## src/rtl/dpram_pkg.sv

```systemverilog
// Shared definitions for the dual-port RAM read-side streamer: FSM state
// encodings and the width helper for the credit and occupancy counters.
package dpram_pkg;

  typedef enum logic [1:0] {
    ST_IDLE  = 2'd0,
    ST_RUN   = 2'd1,
    ST_DRAIN = 2'd2
  } rd_state_e;

  // A counter must be able to hold the value `depth`, not just depth-1.
  function automatic int credit_w(input int depth);
    return $clog2(depth + 1);
  endfunction

endpackage

```

## src/rtl/dpram_rd_fifo.sv

```systemverilog
// Small synchronous FIFO for the read streamer. The head entry is read from a
// register and the valid flag is registered, so a pushed word appears one cycle later.
module dpram_rd_fifo
  import dpram_pkg::*;
#(
  parameter int DW         = 64,
  parameter int FIFO_DEPTH = 4,
  localparam int CW        = credit_w(FIFO_DEPTH)
) (
  input  logic          clk,
  input  logic          rstn,
  input  logic          push_i,
  input  logic [DW-1:0] push_data_i,
  input  logic          pop_i,
  output logic [CW-1:0] count_o,
  output logic          valid_o,
  output logic [DW-1:0] data_o
);

  localparam int PW = (FIFO_DEPTH > 1) ? $clog2(FIFO_DEPTH) : 1;

  logic [DW-1:0] mem_q [FIFO_DEPTH];
  logic [PW-1:0] wr_ptr_q, rd_ptr_q;
  logic [CW-1:0] count_q, count_d;
  logic          valid_q;

  // Pointers wrap explicitly so a non-power-of-two depth still works.
  function automatic logic [PW-1:0] ptr_inc(input logic [PW-1:0] p);
    return (p == PW'(FIFO_DEPTH - 1)) ? '0 : p + PW'(1);
  endfunction

  assign count_d = count_q + CW'(push_i) - CW'(pop_i);

  always_ff @(posedge clk or negedge rstn) begin
    if (!rstn) begin
      for (int i = 0; i < FIFO_DEPTH; i++) mem_q[i] <= '0;
      wr_ptr_q <= '0;
      rd_ptr_q <= '0;
      count_q  <= '0;
      valid_q  <= 1'b0;
    end else begin
      if (push_i) begin
        mem_q[wr_ptr_q] <= push_data_i;
        wr_ptr_q        <= ptr_inc(wr_ptr_q);
      end
      if (pop_i) rd_ptr_q <= ptr_inc(rd_ptr_q);
      count_q <= count_d;
      valid_q <= (count_d != '0);
    end
  end

  assign count_o = count_q;
  assign valid_o = valid_q;
  assign data_o  = mem_q[rd_ptr_q];

endmodule

```

## src/rtl/dpram_stream_reader.sv

```systemverilog
// Sequential reader over an address window of the dual-port RAM, delivered as a
// valid/ready stream. Optional stall counter port enabled by DPRAM_RD_STALL_CNT_EN.
module dpram_stream_reader
  import dpram_pkg::*;
#(
  parameter int DW         = 64,
  parameter int AW         = 8,
  parameter int N_DELAY    = 1,
  parameter int FIFO_DEPTH = 4
) (
  input  logic          clk,
  input  logic          rstn,
  input  logic          start,
  input  logic [AW-1:0] base_addr,
  input  logic [AW:0]   num_words,
  output logic          busy,
  output logic          done,
  output logic          ram_enb,
  output logic [AW-1:0] ram_addrb,
  input  logic [DW-1:0] ram_dob,
  output logic          m_valid,
  input  logic          m_ready,
  output logic [DW-1:0] m_data,
  output logic          m_last
`ifdef DPRAM_RD_STALL_CNT_EN
  ,
  output logic [15:0]   stall_cnt
`endif
);

  localparam int CW = credit_w(FIFO_DEPTH);
  localparam logic [CW:0] DEPTH_C = FIFO_DEPTH[CW:0];

  rd_state_e          state_q;
  logic               busy_q, done_q, enb_q, issue_q;
  logic [AW-1:0]      addr_q, base_q;
  logic [AW:0]        num_q, last_idx_q;
  logic [AW:0]        issue_cnt_q, issue_cnt_d, pop_cnt_q, pop_cnt_d;
  logic [CW-1:0]      inflight_q, inflight_d, fifo_count, fifo_count_d;
  logic [CW:0]        credit_d;
  logic [N_DELAY-1:0] tag_q;
  logic [N_DELAY:0]   tag_sh;
  logic               push, pop;

  // A tag reaching the end of the shift register marks ram_dob as a wanted word.
  assign push   = enb_q & tag_q[N_DELAY-1];
  assign pop    = m_valid & m_ready;
  assign tag_sh = {tag_q, issue_q};

  // Next-cycle counter values; the issue decision for the coming cycle uses them.
  always_comb begin
    issue_cnt_d  = issue_cnt_q + {{AW{1'b0}}, issue_q};
    pop_cnt_d    = pop_cnt_q + {{AW{1'b0}}, pop};
    inflight_d   = inflight_q + CW'(issue_q) - CW'(push);
    fifo_count_d = fifo_count + CW'(push) - CW'(pop);
    credit_d     = {1'b0, inflight_d} + {1'b0, fifo_count_d};
  end

  always_ff @(posedge clk or negedge rstn) begin
    if (!rstn) begin
      state_q     <= ST_IDLE;
      busy_q      <= 1'b0;
      done_q      <= 1'b0;
      enb_q       <= 1'b0;
      issue_q     <= 1'b0;
      addr_q      <= '0;
      base_q      <= '0;
      num_q       <= '0;
      last_idx_q  <= '0;
      issue_cnt_q <= '0;
      pop_cnt_q   <= '0;
      inflight_q  <= '0;
      tag_q       <= '0;
    end else begin
      done_q      <= 1'b0;
      issue_q     <= 1'b0;
      issue_cnt_q <= issue_cnt_d;
      pop_cnt_q   <= pop_cnt_d;
      inflight_q  <= inflight_d;
      if (enb_q) tag_q <= tag_sh[N_DELAY-1:0];
      case (state_q)
        ST_IDLE: begin
          if (start) begin
            if (num_words != '0) begin
              state_q     <= ST_RUN;
              busy_q      <= 1'b1;
              enb_q       <= 1'b1;
              base_q      <= base_addr;
              num_q       <= num_words;
              last_idx_q  <= num_words - {{AW{1'b0}}, 1'b1};
              issue_cnt_q <= '0;
              pop_cnt_q   <= '0;
              inflight_q  <= '0;
              issue_q     <= 1'b1;
              addr_q      <= base_addr;
            end else begin
              done_q <= 1'b1;
            end
          end
        end
        ST_RUN: begin
          if (issue_cnt_d == num_q) begin
            state_q <= ST_DRAIN;
          end else if (credit_d < DEPTH_C) begin
            issue_q <= 1'b1;
            addr_q  <= base_q + issue_cnt_d[AW-1:0];
          end
        end
        ST_DRAIN: begin
          if (pop && m_last) begin
            state_q <= ST_IDLE;
            busy_q  <= 1'b0;
            done_q  <= 1'b1;
            enb_q   <= 1'b0;
          end
        end
        default: state_q <= ST_IDLE;
      endcase
    end
  end

  dpram_rd_fifo #(
    .DW         (DW),
    .FIFO_DEPTH (FIFO_DEPTH)
  ) u_fifo (
    .clk         (clk),
    .rstn        (rstn),
    .push_i      (push),
    .push_data_i (ram_dob),
    .pop_i       (pop),
    .count_o     (fifo_count),
    .valid_o     (m_valid),
    .data_o      (m_data)
  );

  assign busy      = busy_q;
  assign done      = done_q;
  assign ram_enb   = enb_q;
  assign ram_addrb = addr_q;
  assign m_last    = m_valid & (pop_cnt_q == last_idx_q);

`ifdef DPRAM_RD_STALL_CNT_EN
  logic [15:0] stall_q;

  always_ff @(posedge clk or negedge rstn) begin
    if (!rstn) begin
      stall_q <= '0;
    end else if (state_q == ST_IDLE && start) begin
      stall_q <= '0;
    end else if (m_valid && !m_ready && stall_q != 16'hFFFF) begin
      stall_q <= stall_q + 16'd1;
    end
  end

  assign stall_cnt = stall_q;
`endif

endmodule

```

## config.mk

```make
export PLATFORM = sky130hd
export DESIGN_NAME = dpram_stream_reader
export DESIGN_NICKNAME = d
export VERILOG_FILES = /design/src/rtl/dpram_pkg.sv /design/src/rtl/dpram_rd_fifo.sv /design/src/rtl/dpram_stream_reader.sv
export SDC_FILE = /design/constraint.sdc
export NUM_CORES = 1
export LEC_CHECK = 0
export ABC_AREA = 1
export BUFFER_PORTS_ARGS = -buffer_cell sky130_fd_sc_hd__buf_2
export CAP_MARGIN = 20
export CORE_UTILIZATION = 55
export CTS_CLUSTER_SIZE = 10
export DETAILED_ROUTE_END_ITERATION = 10
export PLACE_DENSITY_LB_ADDON = 0.08
export SLEW_MARGIN = 20
export SYNTH_ARGS = -nofsm -noshare
export SYNTH_HDL_FRONTEND = slang
export SYNTH_HIERARCHICAL = 1
export SYNTH_SLANG_ARGS = --single-unit
```

## constraint.sdc

```tcl
create_clock -name clk -period 7.2 [get_ports clk]
set_clock_uncertainty 0.1 [all_clocks]
set_input_delay 0.72 -clock clk [delete_from_list [all_inputs] [get_ports clk]]
set_output_delay 0.72 -clock clk [all_outputs]
set_load 0.05 [all_outputs]
```

==> results.txt, run 1 <==
----------------------------------------------------
[Setup path]
  Maximum single-stage delay on the critical path ... 410 ps
  Source of the worst register-to-register timing path ... ram_enb
  Buffer and inverter count on the worst path ... 3
  Worst setup slack for register-to-register paths ... 3400 ps
  Worst r2r path cells ... 16
  Slowest-stage cell, CP ... sky130_fd_sc_hd__dfrtp_1
  End of the worst register-to-register path ... ram_addrb[2]
  Worst Path Class, Setup ... reg -> reg
  Sort of element at the end of the critical path ... register
  Kind of launch point of the worst setup path ... register
  Top Family by Delay on Critical Path ... adder cells
  CP Cell Sequence ... nand2_1, inv_1, ha_1, inv_1, ha_1, fa_1, xnor2_1, xor2_1, ha_1, or3_1, a31oi_1, inv_1, o21ai_4, nand2_4, nand2_1, nand2_1
  Critical path data required time ... 7500 ps
  Arrival time of data at the critical path endpoint ... 4100 ps
  Critical path fanouts, max ... 11
  CP Depth ... 16

[GRT]
  Number of global-route vias before repair ... 11610
  Largest net degree at the start of global routing ... 133
  Total overflow reported by the global router ... 0
  All-Layer GR Usage ... 0.2415
  Wire length of the first global-routing pass ... 57200 um
  Initial antenna violation count ... 1

[Yosys]
  Distinct cells, synth ... 40
  Main area contributors after synthesis ... sky130_fd_sc_hd__dfrtp_1, sky130_fd_sc_hd__nand2_1, sky130_fd_sc_hd__o21ai_0, sky130_fd_sc_hd__inv_1, sky130_fd_sc_hd__o211ai_1
  Synth Register Bits ... 325
  Post-synthesis instance area ... 15950 sq um
  Yosys synthesis warning count ... 6
  Register area share after synthesis ... 0.5098
  Cell type contributing the most total cell area after synthesis ... sky130_fd_sc_hd__dfrtp_1
  Avg Synthesized Cell Area ... 8.338 sq um
  Area share of the largest cell type after synthesis ... 0.5098
  Post-Synthesis Net Count ... 2027
  Post-Synthesis Cells ... 1913

[CTS]
  Htree depth ... 2
  Hold buffer count at cts ... 0
  Number of buffers added by the clock tree synthesis step ... 39
  Clock tree from TritonCTS ... yes
  Setup repair bufs after CTS ... 0
  Clock sinks ... 325
  Clock network latency to the later pin of the worst-skew pair ... 510 ps
  Root buffer selected by CTS ... sky130_fd_sc_hd__clkbuf_16
  Clk pin slew, worst setup/hold paths ... 60 ps
  Max Buffers Root-to-Sink ... 3
  PostCTS Resize Cnt ... 0

[Routing]
  Via density per instance ... 5.118
  DRC violations left ... 0
  Overall via count from detail_route ... 12320
  Avg WL per Cell ... 14.29 um
  Final routed wirelength across all metal layers ... 34420 um
  Drt pass-1 iters ... 4
  Final antenna-violating net count ... 0
  Drt initial violations ... 799

[STA]
  Minimum clock period ... 3804 ps
  Worst slew slack as a fraction of its limit ... 0.2926
  Fmax ... 262.9 MHz
  Final setup slack of the worst path ... 3396 ps
  Fin. max-slew vios ... 0
  Final worst hold slack ... 154.9 ps
  Setup repair after global routing missed its margin ... no
  Worst-margin pin slew ... 1061 ps
  # setup viols final ... 0
  Number of hold-slack violations in the final timing report ... 0
  Final TNS setup ... 0 ps
  Final worst-path cycle share ... 0.5283

[Place]
  Placement Setup Slack ... 3369 ps
  Count of buffers from port buffering ... 161
  Post-detail-place hpwl ... 20800 um
  Routability Congestion ... 0.8524

[Cells and area]
  Fill count ... 2497
  Post-synthesis to final-layout area growth ... 10.70%
  Commonest non-fill, non-tap cells in the layout ... sky130_fd_sc_hd__nand2_1, sky130_fd_sc_hd__dfrtp_1, sky130_fd_sc_hd__inv_1, sky130_fd_sc_hd__o21ai_0, sky130_fd_sc_hd__buf_2
  Layout cell share with drive strength beyond 1 ... 0.1217
  Commonest non-fill, non-tap cell in the layout ... sky130_fd_sc_hd__nand2_1
  Nets ... 2132

[Outcome]
  Status ... finished, final reports clean

[Min path]
  Path category of the worst min-delay check ... in -> async

[Floorplanning]
  Initial Util ... 0.5664
  Boundary Pins ... 162
  Die span in y ... 172.3 um
  Number of placement rows ... 61
  Placeable core region ... 28160 sq um
  DIE AREA ... 29690 sq um
  Horizontal die dimension ... 172.3 um

[Run]
  Max Cap Violations ... 0

----------------------------------------------------
[state kept, by name (all words and copies together) (netlist names)]
| signal | cells |
|---|---|
| done | 1 |
| num_q | 9 |
| state_q | 2 |
| last_idx_q | 9 |
| u_fifo/wr_ptr_q | 2 |
| issue_q | 1 |
| u_fifo/rd_ptr_q | 2 |
| issue_cnt_q | 9 |
| u_fifo/mem_q | 256 |
| inflight_q | 3 |
| tag_q | 1 |
| u_fifo/valid_o | 1 |
| u_fifo/count_o | 3 |
| pop_cnt_q | 9 |
| ram_addrb | 8 |
| ram_enb | 1 |
| base_q | 8 |
[metrics by stage]
stage / std cells / cell area (sq um) / utilization
finish: 2408 / 17660 / 0.6270
global route: 2407 / 17660 / 0.6269
CTS: 2407 / 17650 / 0.6266
detailed placement: 2355 / 16580 / 0.5886
global placement: 2355 / 16580 / 0.5886
floorplan: 1913 / 15950 / -
[Yosys cell counts, drive strengths merged]
cell / instances
a211o: 1
a21o: 1
a21oi: 8
a31oi: 3
buf: 98
clkbuf: 9
clkinv: 1
dfrtp: 325
dlygate4sd1: 1
fa: 4
ha: 25
inv: 290
mux2: 1
nand2: 617
nand3: 45
nand3b: 7
nand4: 3
nor2: 27
nor3: 2
o211ai: 128
o21ai: 291
o21bai: 1
o22ai: 1
or2: 3
or3: 1
xnor2: 7
xor2: 13
[worst max path at each step]
| stage | startpoint | endpoint | slack (ps) |
|---|---|---|---|
| finish | ram_enb | ram_addrb[2] | 3400 |
| global route | ram_enb | ram_addrb[2] | 3180 |
| CTS | ram_enb | ram_addrb[2] | 3390 |
| detailed placement | m_ready | ram_addrb[1] | 3370 |
| global placement | m_ready | ram_addrb[2] | 3500 |
| floorplan | ram_enb | ram_addrb[0] | 3620 |
[logic make-up after synthesis]
family	synth area share
AO/OA/AOI/OAI	0.1581
XOR/XNOR	0.01098
adder cells (fa/ha/maj)	0.02463
buffers and inverters	0.1177
flip-flops	0.5098
multiplexers	0.0007059
AND/OR/NAND/NOR	0.1781
[worst register-to-register path: cells and delay by family (launching register included)]
family	cells	cell delay [ps]
AOI/OAI and AO/OA	2	460
buffers and inverters	3	400
adders and majority gates	4	1200
DFF	1	410
xor gates and xnor gates	2	400
and+or+nand+nor	5	710
[area by class of cell]
type                       count  area [sq um]  area share
antenna                        1         2.502   0.0001417
sequential                   325          8138      0.4609
clock buffer                  51          1064     0.06023
clock inverter                 1         8.758   0.0004960
tap                          378         473.0     0.02678
multi-input combinational   1189          5962      0.3376
timing repair buffer         172         918.4     0.05201
inverter                     291          1092     0.06186
[per-layer routing]
layer,GRT usage,share of wire
met5,0,0
met4,0.05502,0.017
met3,0.04440,0.054
met2,0.3957,0.46
met1,0.3339,0.47
Power of run 1 is left out: the tool's default activity adds up to more than one toggle a clock period on the data nets, which glitch-free logic cannot reach.
==> run 2, diff against run 1 <==
- ABC_AREA: 1 -> 0
- clock period: 7.2 -> 4 ns (I/O delays scaled with it)
==> run 2 against run 1 <==
  * Cell area down 3.6%
  * Non-clock buffer count up 1
  * Clock-buffer cell count down 1
  * First-iteration DRC count down 52%
  * Critical path depth down 2
  * Routed wire length down 18%
  * Global-route usage down 3.1 points
  * Final cell count down 38%
  * Critical path type unchanged
==> results.txt, run 2 <==
----------------------------------------------------
[STA]
  # setup viols final ... 0 (unchanged)
  Minimum clock period ... 3328 ps (-475.6 ps)
  Final TNS setup ... 0 ps (unchanged)
  Worst slew slack as a fraction of its limit ... 0.2786 (-0.01404)
  Worst-margin pin slew ... 1082 ps (+21.07 ps)
  Fin. max-slew vios ... 0 (unchanged)
  Setup repair after global routing missed its margin ... no
  Fmax ... 300.4 MHz (+14%)
  Final worst-path cycle share ... 0.8321 (+0.3038)
  Number of hold-slack violations in the final timing report ... 0 (unchanged)

[Routing]
  Final antenna-violating net count ... 0 (unchanged)
  Drt initial violations ... 386 (-52%)
  Overall via count from detail_route ... 8326 (-32%)
  DRC violations left ... 0 (unchanged)
  Via density per instance ... 5.611 (+9.6%)
  Final routed wirelength across all metal layers ... 28230 um (-18%)
  Avg WL per Cell ... 19.02 um (+33%)
  Drt pass-1 iters ... 4 (unchanged)

[Yosys]
  Post-synthesis instance area ... 14960 sq um (-6.2%)
  Main area contributors after synthesis ... sky130_fd_sc_hd__dfrtp_1, sky130_fd_sc_hd__mux2_2, sky130_fd_sc_hd__mux4_2, sky130_fd_sc_hd__buf_6, sky130_fd_sc_hd__ha_1
  Post-Synthesis Net Count ... 1079 (-47%)
  Post-Synthesis Cells ... 965 (-50%)
  Most common cell in the synthesized netlist ... sky130_fd_sc_hd__dfrtp_1
  Top_reg_cell synth ... sky130_fd_sc_hd__dfrtp_1
  Top cells by count, synth ... sky130_fd_sc_hd__dfrtp_1, sky130_fd_sc_hd__mux2_2, sky130_fd_sc_hd__mux4_2
  Area share of the largest cell type after synthesis ... 0.5436 (+0.03377)
  Distinct cells, synth ... 48 (+20%)
  Register area share after synthesis ... 0.5436 (+0.03377)
  Cell type contributing the most total cell area after synthesis ... sky130_fd_sc_hd__dfrtp_1
  Avg Synthesized Cell Area ... 15.50 sq um (+86%)
  Yosys synthesis warning count ... 6 (unchanged)
  Synth Register Bits ... 325 (unchanged)
  Count of flip-flops with a built-in enable after synthesis ... 0 (unchanged)
  Async SR Flop Fraction ... 1.000 (unchanged)

[GRT]
  Met3 usage ... 0.04444 (about the same)
  Total overflow reported by the global router ... 0 (unchanged)
  Number of global-route vias before repair ... 8889 (-23%)
  GR Layer Usage met2 ... 0.3415 (-0.05423)
  Initial antenna violation count ... 2 (+1)
  Global Route met1 Usage ... 0.2909 (-0.04303)
  Largest net degree at the start of global routing ... 93 (-30%)
  Wire length of the first global-routing pass ... 46760 um (-18%)
  All-Layer GR Usage ... 0.2108 (-0.03073)
  Global routing's busiest layer ... met2

[Floorplanning]
  Number of placement rows ... 60 (-1.6%)
  Placeable core region ... 26800 sq um (-4.8%)
  Initial Util ... 0.5582 (-0.008179)
  DIE AREA ... 27860 sq um (-6.1%)
  Horizontal die dimension ... 166.9 um (-3.1%)
  Boundary Pins ... 162 (unchanged)
  Die span in y ... 166.9 um (-3.1%)

[Setup path]
  Kind of launch point of the worst setup path ... register
  Buffer and inverter count on the worst path ... 3 (unchanged)
  Arrival time of data at the critical path endpoint ... 3610 ps (-490 ps)
  Critical path fanouts, max ... 9 (-2)
  Worst Path Class, Setup ... reg -> reg
  CP most frequent cell ... sky130_fd_sc_hd__ha_1
  Slowest-stage cell, CP ... sky130_fd_sc_hd__dfrtp_1
  CP Cell Sequence ... nand2_1, inv_1, ha_1, inv_1, ha_1, fa_1, xor2_1, xnor2_1, ha_1, nor4_1, nand2_1, o21bai_1, buf_4, mux2_4
  Top Family by Delay on Critical Path ... adder cells
  Sort of element at the end of the critical path ... register
  Maximum single-stage delay on the critical path ... 420 ps (about the same)
  Critical path data required time ... 4280 ps (-3220 ps)

[CTS]
  Clock network latency to the later pin of the worst-skew pair ... 500 ps (about the same)
  Clock tree from TritonCTS ... yes
  Clock sinks ... 325 (unchanged)
  Clk pin slew, worst setup/hold paths ... 50 ps (about the same)
  Root buffer selected by CTS ... sky130_fd_sc_hd__clkbuf_16
  Number of buffers added by the clock tree synthesis step ... 39 (unchanged)
  Max Buffers Root-to-Sink ... 3 (unchanged)
  Htree depth ... 2 (unchanged)

[Cells and area]
  Nets ... 1243 (-42%)
  Post-synthesis to final-layout area growth ... 13.84%
  Layout cell share with drive strength beyond 1 ... 0.4939 (+0.3721)
  Fill count ... 2084 (-17%)
  Commonest non-fill, non-tap cells in the layout ... sky130_fd_sc_hd__dfrtp_1, sky130_fd_sc_hd__mux2_2, sky130_fd_sc_hd__buf_2, sky130_fd_sc_hd__mux4_2, sky130_fd_sc_hd__clkbuf_16
  Commonest non-fill, non-tap cell in the layout ... sky130_fd_sc_hd__dfrtp_1
  Number of flip-flops in the largest register ... 256 (unchanged)
  Register name with the most flops ... u_fifo/mem_q

[Outcome]
  Status ... finished, final reports clean

[Run]
  Max Cap Violations ... 0 (unchanged)

[Place]
  Post-detail-place hpwl ... 17220 um (-17%)
  Routability Congestion ... 0.7528 (-12%)
  Count of buffers from port buffering ... 161 (unchanged)

[Min path]
  Path category of the worst min-delay check ... in -> reg

----------------------------------------------------
run 2: cell count changes in the layout (fill, tap and decap cells not counted), sizes merged, moves of 5 or more:
cell	change
o21ai	-281
nand3	-35
mux2	+286
mux4	+64
xnor2	+25
nor2b	+8
a21oi	+5
o211ai	-127
nor2	+7
nand3b	-6
inv	-269
xor2	+5
nand2	-591
run 2: metrics by stage:
stage	worst slack [ps]	hold slack (ps)	instances	instance area, sq um	util
4_1_cts	655.7	27.20	1481	17020	0.6352
3_3_place_gp	722.5	327.6	1428	15930	0.5945
2_1_floorplan	574.1	4.409	965	14960	-
3_5_place_dp	680.0	328.3	1428	15930	0.5945
6_report	671.6	39.01	1484	17030	0.6355
5_1_grt	344.0	34.16	1482	17030	0.6353
run 2: area by class of cell:
class	instances	area (sq um)	area share
Sequential cell	325	8140	0.4780
Multi-Input combinational cell	569	6340	0.3722
Clock buffer	50	1070	0.06281
Timing Repair Buffer	173	958.4	0.05627
Tap cell	341	426.7	0.02505
Inverter	21	78.83	0.004628
Clock inverter	2	10.01	0.0005877
Antenna cell	3	7.507	0.0004408
run 2: worst paths after layout:
kind                                  start           endpoint  slack, ps  cells after the start
max                                 ram_enb       ram_addrb[4]        670                     14
min in group asynchronous              rstn   u_fifo/mem_q[78]        370                      2
min                            base_addr[5]          base_q[5]         40                      2
max in group asynchronous              rstn  u_fifo/mem_q[119]       2510                      3
max reg2reg                         ram_enb       ram_addrb[4]        670                     14
min reg2reg                u_fifo/mem_q[54]   u_fifo/mem_q[54]        400                      1
run 2: worst register-to-register path, stage by stage (launching register included):
cell	delay, ps
sky130_fd_sc_hd__dfrtp_1	420
sky130_fd_sc_hd__nand2_1	140
sky130_fd_sc_hd__inv_1	70
sky130_fd_sc_hd__ha_1	270
sky130_fd_sc_hd__inv_1	40
sky130_fd_sc_hd__ha_1	180
sky130_fd_sc_hd__fa_1	380
sky130_fd_sc_hd__xor2_1	160
sky130_fd_sc_hd__xnor2_1	140
sky130_fd_sc_hd__ha_1	290
sky130_fd_sc_hd__nor4_1	250
sky130_fd_sc_hd__nand2_1	90
sky130_fd_sc_hd__o21bai_1	130
sky130_fd_sc_hd__buf_4	220
sky130_fd_sc_hd__mux2_4	320
run 2: logic make-up (layout without fill, tap and decap cells):
kind of cell | count (synthesis) | count (layout) | synth area share
mux | 351 | 351 | 0.3144
flops | 325 | 325 | 0.5436
simple gates | 104 | 104 | 0.03563
buf+inv | 71 | 246 | 0.03454
xor+xnor | 52 | 52 | 0.03278
compound gates | 33 | 33 | 0.01280
fa+ha+maj | 29 | 29 | 0.02626
other cells | 0 | 3 | 0
run 2: repair_timing:
action,in CTS,in global routing
buffers inserted,0,0
hold endpoints to repair,72,0
resized for setup,0,0
setup endpoints to repair,0,0
hold buffers,1,0
run 2: routing by layer:
metal | wire [um] | vias up
met4 | 549 | 2
met1 | 12860 | 4325
met2 | 13570 | 134
met5 | 18 | -
li1 | - | 3818
met3 | 1227 | 47
Power of run 2 is left out for the same reason.
==> run 3, diff against run 2 <==
- CORE_UTILIZATION: 55 -> 53
- clock period: 4 -> 2.8 ns (I/O delays scaled with it)
==> run 3 against run 2 <==
  * Die area is 3.7% higher
  * Worst setup slack worse by 920 ps
  * The run now ends with negative setup slack left
  * Register-to-register slack worse by 920 ps
  * Critical path depth stayed put
  * Clock-buffer cell count is 1 lower
  * Sequential share of layout area is 3.3 points lower
  * Critical endpoint is now ram_addrb[1]
  * Critical path type unchanged
==> results.txt, run 3 (synthesis results as in run 2) <==
----------------------------------------------------
[Outcome]
  Status ... finished, violations left
  Failing checks ... negative setup slack

[Floorplanning]
  Horizontal die dimension ... 170.0 um (+1.8%)
  DIE AREA ... 28900 sq um (+3.7%)
  Placeable core region ... 27780 sq um (+3.7%)
  Boundary Pins ... 162 (unchanged)
  Initial Util ... 0.5385 (-0.01971)
  Die span in y ... 170.0 um (+1.8%)
  Number of placement rows ... 61 (+1.7%)

[Cells and area]
  Fill count ... 2114 (+1.4%)
  Commonest non-fill, non-tap cell in the layout ... sky130_fd_sc_hd__dfrtp_1
  Commonest non-fill, non-tap cells in the layout ... sky130_fd_sc_hd__dfrtp_1, sky130_fd_sc_hd__mux2_2, sky130_fd_sc_hd__buf_2, sky130_fd_sc_hd__dlygate4sd3_1, sky130_fd_sc_hd__mux4_2
  Nets ... 1354 (+8.9%)
  Layout cell share with drive strength beyond 1 ... 0.4816 (-0.01226)
  Post-synthesis to final-layout area growth ... 22.35%
  Summed area of non-filler cells in the final layout ... 18300 sq um (+7.5%)
  Multi-input gate area in the final layout ... 6376 sq um (+0.57%)
  Area taken by flip-flops and latches ... 8140 sq um (unchanged)
  Number of flip-flops in the largest register ... 256 (unchanged)
  Register name with the most flops ... u_fifo/mem_q

[CTS]
  Clock tree from TritonCTS ... yes
  Root buffer selected by CTS ... sky130_fd_sc_hd__clkbuf_16
  Clock network latency to the later pin of the worst-skew pair ... 510 ps (about the same)
  Clock sinks ... 325 (unchanged)
  Number of buffers added by the clock tree synthesis step ... 39 (unchanged)
  Clk pin slew, worst setup/hold paths ... 60 ps (about the same)
  Setup repair bufs after CTS ... 0 (unchanged)
  Max Buffers Root-to-Sink ... 3 (unchanged)
  Htree depth ... 2 (unchanged)

[GRT]
  Initial antenna violation count ... 2 (unchanged)
  Largest net degree at the start of global routing ... 74 (-20%)
  All-Layer GR Usage ... 0.2122 (+0.001379)
  Wire length of the first global-routing pass ... 48310 um (+3.3%)
  Number of global-route vias before repair ... 9279 (+4.4%)
  Total overflow reported by the global router ... 0 (unchanged)

[Setup path]
  Worst r2r path cells ... 14 (unchanged)
  Worst Path Class, Setup ... reg -> reg
  Critical path fanouts, max ... 4 (-5)
  Critical path data required time ... 3100 ps (-1180 ps)
  CP Cell Sequence ... nand2_2, inv_2, ha_4, inv_2, ha_4, fa_2, xor2_1, xnor2_1, ha_1, nor4_1, nand2_1, o21bai_2, buf_4, mux2_4
  CP Depth ... 14 (unchanged)
  Top Family by Delay on Critical Path ... adder cells
  Beginning of the critical path ... ram_enb
  End point of the critical path ... ram_addrb[1]
  Arrival time of data at the critical path endpoint ... 3340 ps (-270 ps)
  End of the worst register-to-register path ... ram_addrb[1]
  Source of the worst register-to-register timing path ... ram_enb
  Maximum single-stage delay on the critical path ... 400 ps (-20 ps)
  Sort of element at the end of the critical path ... register
  Worst setup slack for register-to-register paths ... -240 ps (-920 ps)
  Buffer and inverter count on the worst path ... 3 (unchanged)
  Kind of launch point of the worst setup path ... register
  Slowest-stage cell, CP ... sky130_fd_sc_hd__dfrtp_2

[Routing]
  Drt initial violations ... 280 (-27%)
  Overall via count from detail_route ... 8716 (+4.7%)
  Top routing layer in use ... met4
  Final routed wirelength across all metal layers ... 29500 um (+4.5%)
  Final antenna-violating net count ... 0 (unchanged)
  Met1 routed wirelength after detailed routing ... 13310 um (+3.5%)
  Met3 Wirelength ... 1437 um (+17%)
  Avg WL per Cell ... 18.10 um (-4.9%)
  Drt pass-1 iters ... 4 (unchanged)
  Via density per instance ... 5.347 (-4.7%)
  Met2 wire length ... 14250 um (+5.0%)
  DRC violations left ... 0 (unchanged)

[Place]
  Routability Congestion ... 0.7461 (-0.89%)
  Post-detail-place hpwl ... 18700 um (+8.6%)
  Count of buffers from port buffering ... 161 (unchanged)
  Cell area reported after detailed placement ... 16370 sq um (+2.8%)

[STA]
  # setup viols final ... 8 (+8)
  Worst-margin pin slew ... 649.9 ps (-432.2 ps)
  Setup repair after global routing missed its margin ... yes
  Fmax ... 328.5 MHz (+9.3%)
  Fin. max-slew vios ... 0 (unchanged)
  Number of hold-slack violations in the final timing report ... 0 (unchanged)
  Worst slew slack as a fraction of its limit ... 0.5667 (+0.2881)
  Final setup slack of the worst path ... -243.8 ps (-915.4 ps)
  Final worst-path cycle share ... 1.087 (+0.2550)
  Minimum clock period ... 3044 ps (-284.6 ps)

[Run]
  Max Cap Violations ... 0 (unchanged)

[Min path]
  Path category of the worst min-delay check ... in -> reg

----------------------------------------------------
run 3: changes by cell type in the layout (fill, tap and decap cells not counted), sizes merged:
cell / before / now
clkbuf: 50 / 49
buf: 172 / 201
dlygate4sd3: 1 / 83
diode: 3 / 2
run 3: cell type report:
cell class / instances / area share
antenna: 2 / 0.0002734
sequential: 325 / 0.4447
timing repair buffer: 284 / 0.1175
inverter: 21 / 0.004307
clock buffer: 49 / 0.05824
tap: 378 / 0.02584
clock inverter: 2 / 0.0007519
multi-input combinational: 569 / 0.3483
run 3: repair_timing:
action,CTS,global route
setup endpoints to repair,8,9
gates cloned,1,0
hold endpoints to repair,343,0
gates resized for setup,3,0
hold buffers,83,0
run 3: per-stage QoR:
step           hold slack, ps  instances  setup TNS, ps  worst slack [ps]  utilization
6_report                151.6       1630          -1901            -243.8       0.6588
5_1_grt                 165.9       1629          -3016            -380.5       0.6588
4_1_cts                 128.6       1628          -1985            -255.1       0.6587
3_5_place_dp            216.5       1493          -2009            -256.2       0.5894
3_3_place_gp            216.6       1493          -1766            -221.2       0.5894
2_1_floorplan          -115.6        965          -2615            -326.9            -
run 3: how the worst min path moves through the flow:
stage | to | cells after the start | slack [ps] | start
detailed placement | u_fifo/mem_q[80] | 1 | 220 | rstn
CTS | pop_cnt_q[0] | 4 | 130 | m_ready
floorplan | base_q[0] | 0 | -120 | rstn
global route | pop_cnt_q[0] | 4 | 170 | m_ready
finish | pop_cnt_q[0] | 4 | 150 | m_ready
global placement | u_fifo/mem_q[144] | 1 | 220 | rstn
run 3: routing by layer:
| layer | vias up | GRT usage |
|---|---|---|
| met5 | - | 0 |
| met3 | 41 | 0.04419 |
| met2 | 161 | 0.3450 |
| met1 | 4466 | 0.2932 |
| li1 | 4048 | - |
| met4 | 0 | 0.05053 |
run 3: worst min-delay path, stage by stage:
cell                      delay [ps]
sky130_fd_sc_hd__buf_2           110
sky130_fd_sc_hd__and2_1          120
sky130_fd_sc_hd__ha_1            110
sky130_fd_sc_hd__nor2b_1         110
Power of run 3 is left out for the same reason.
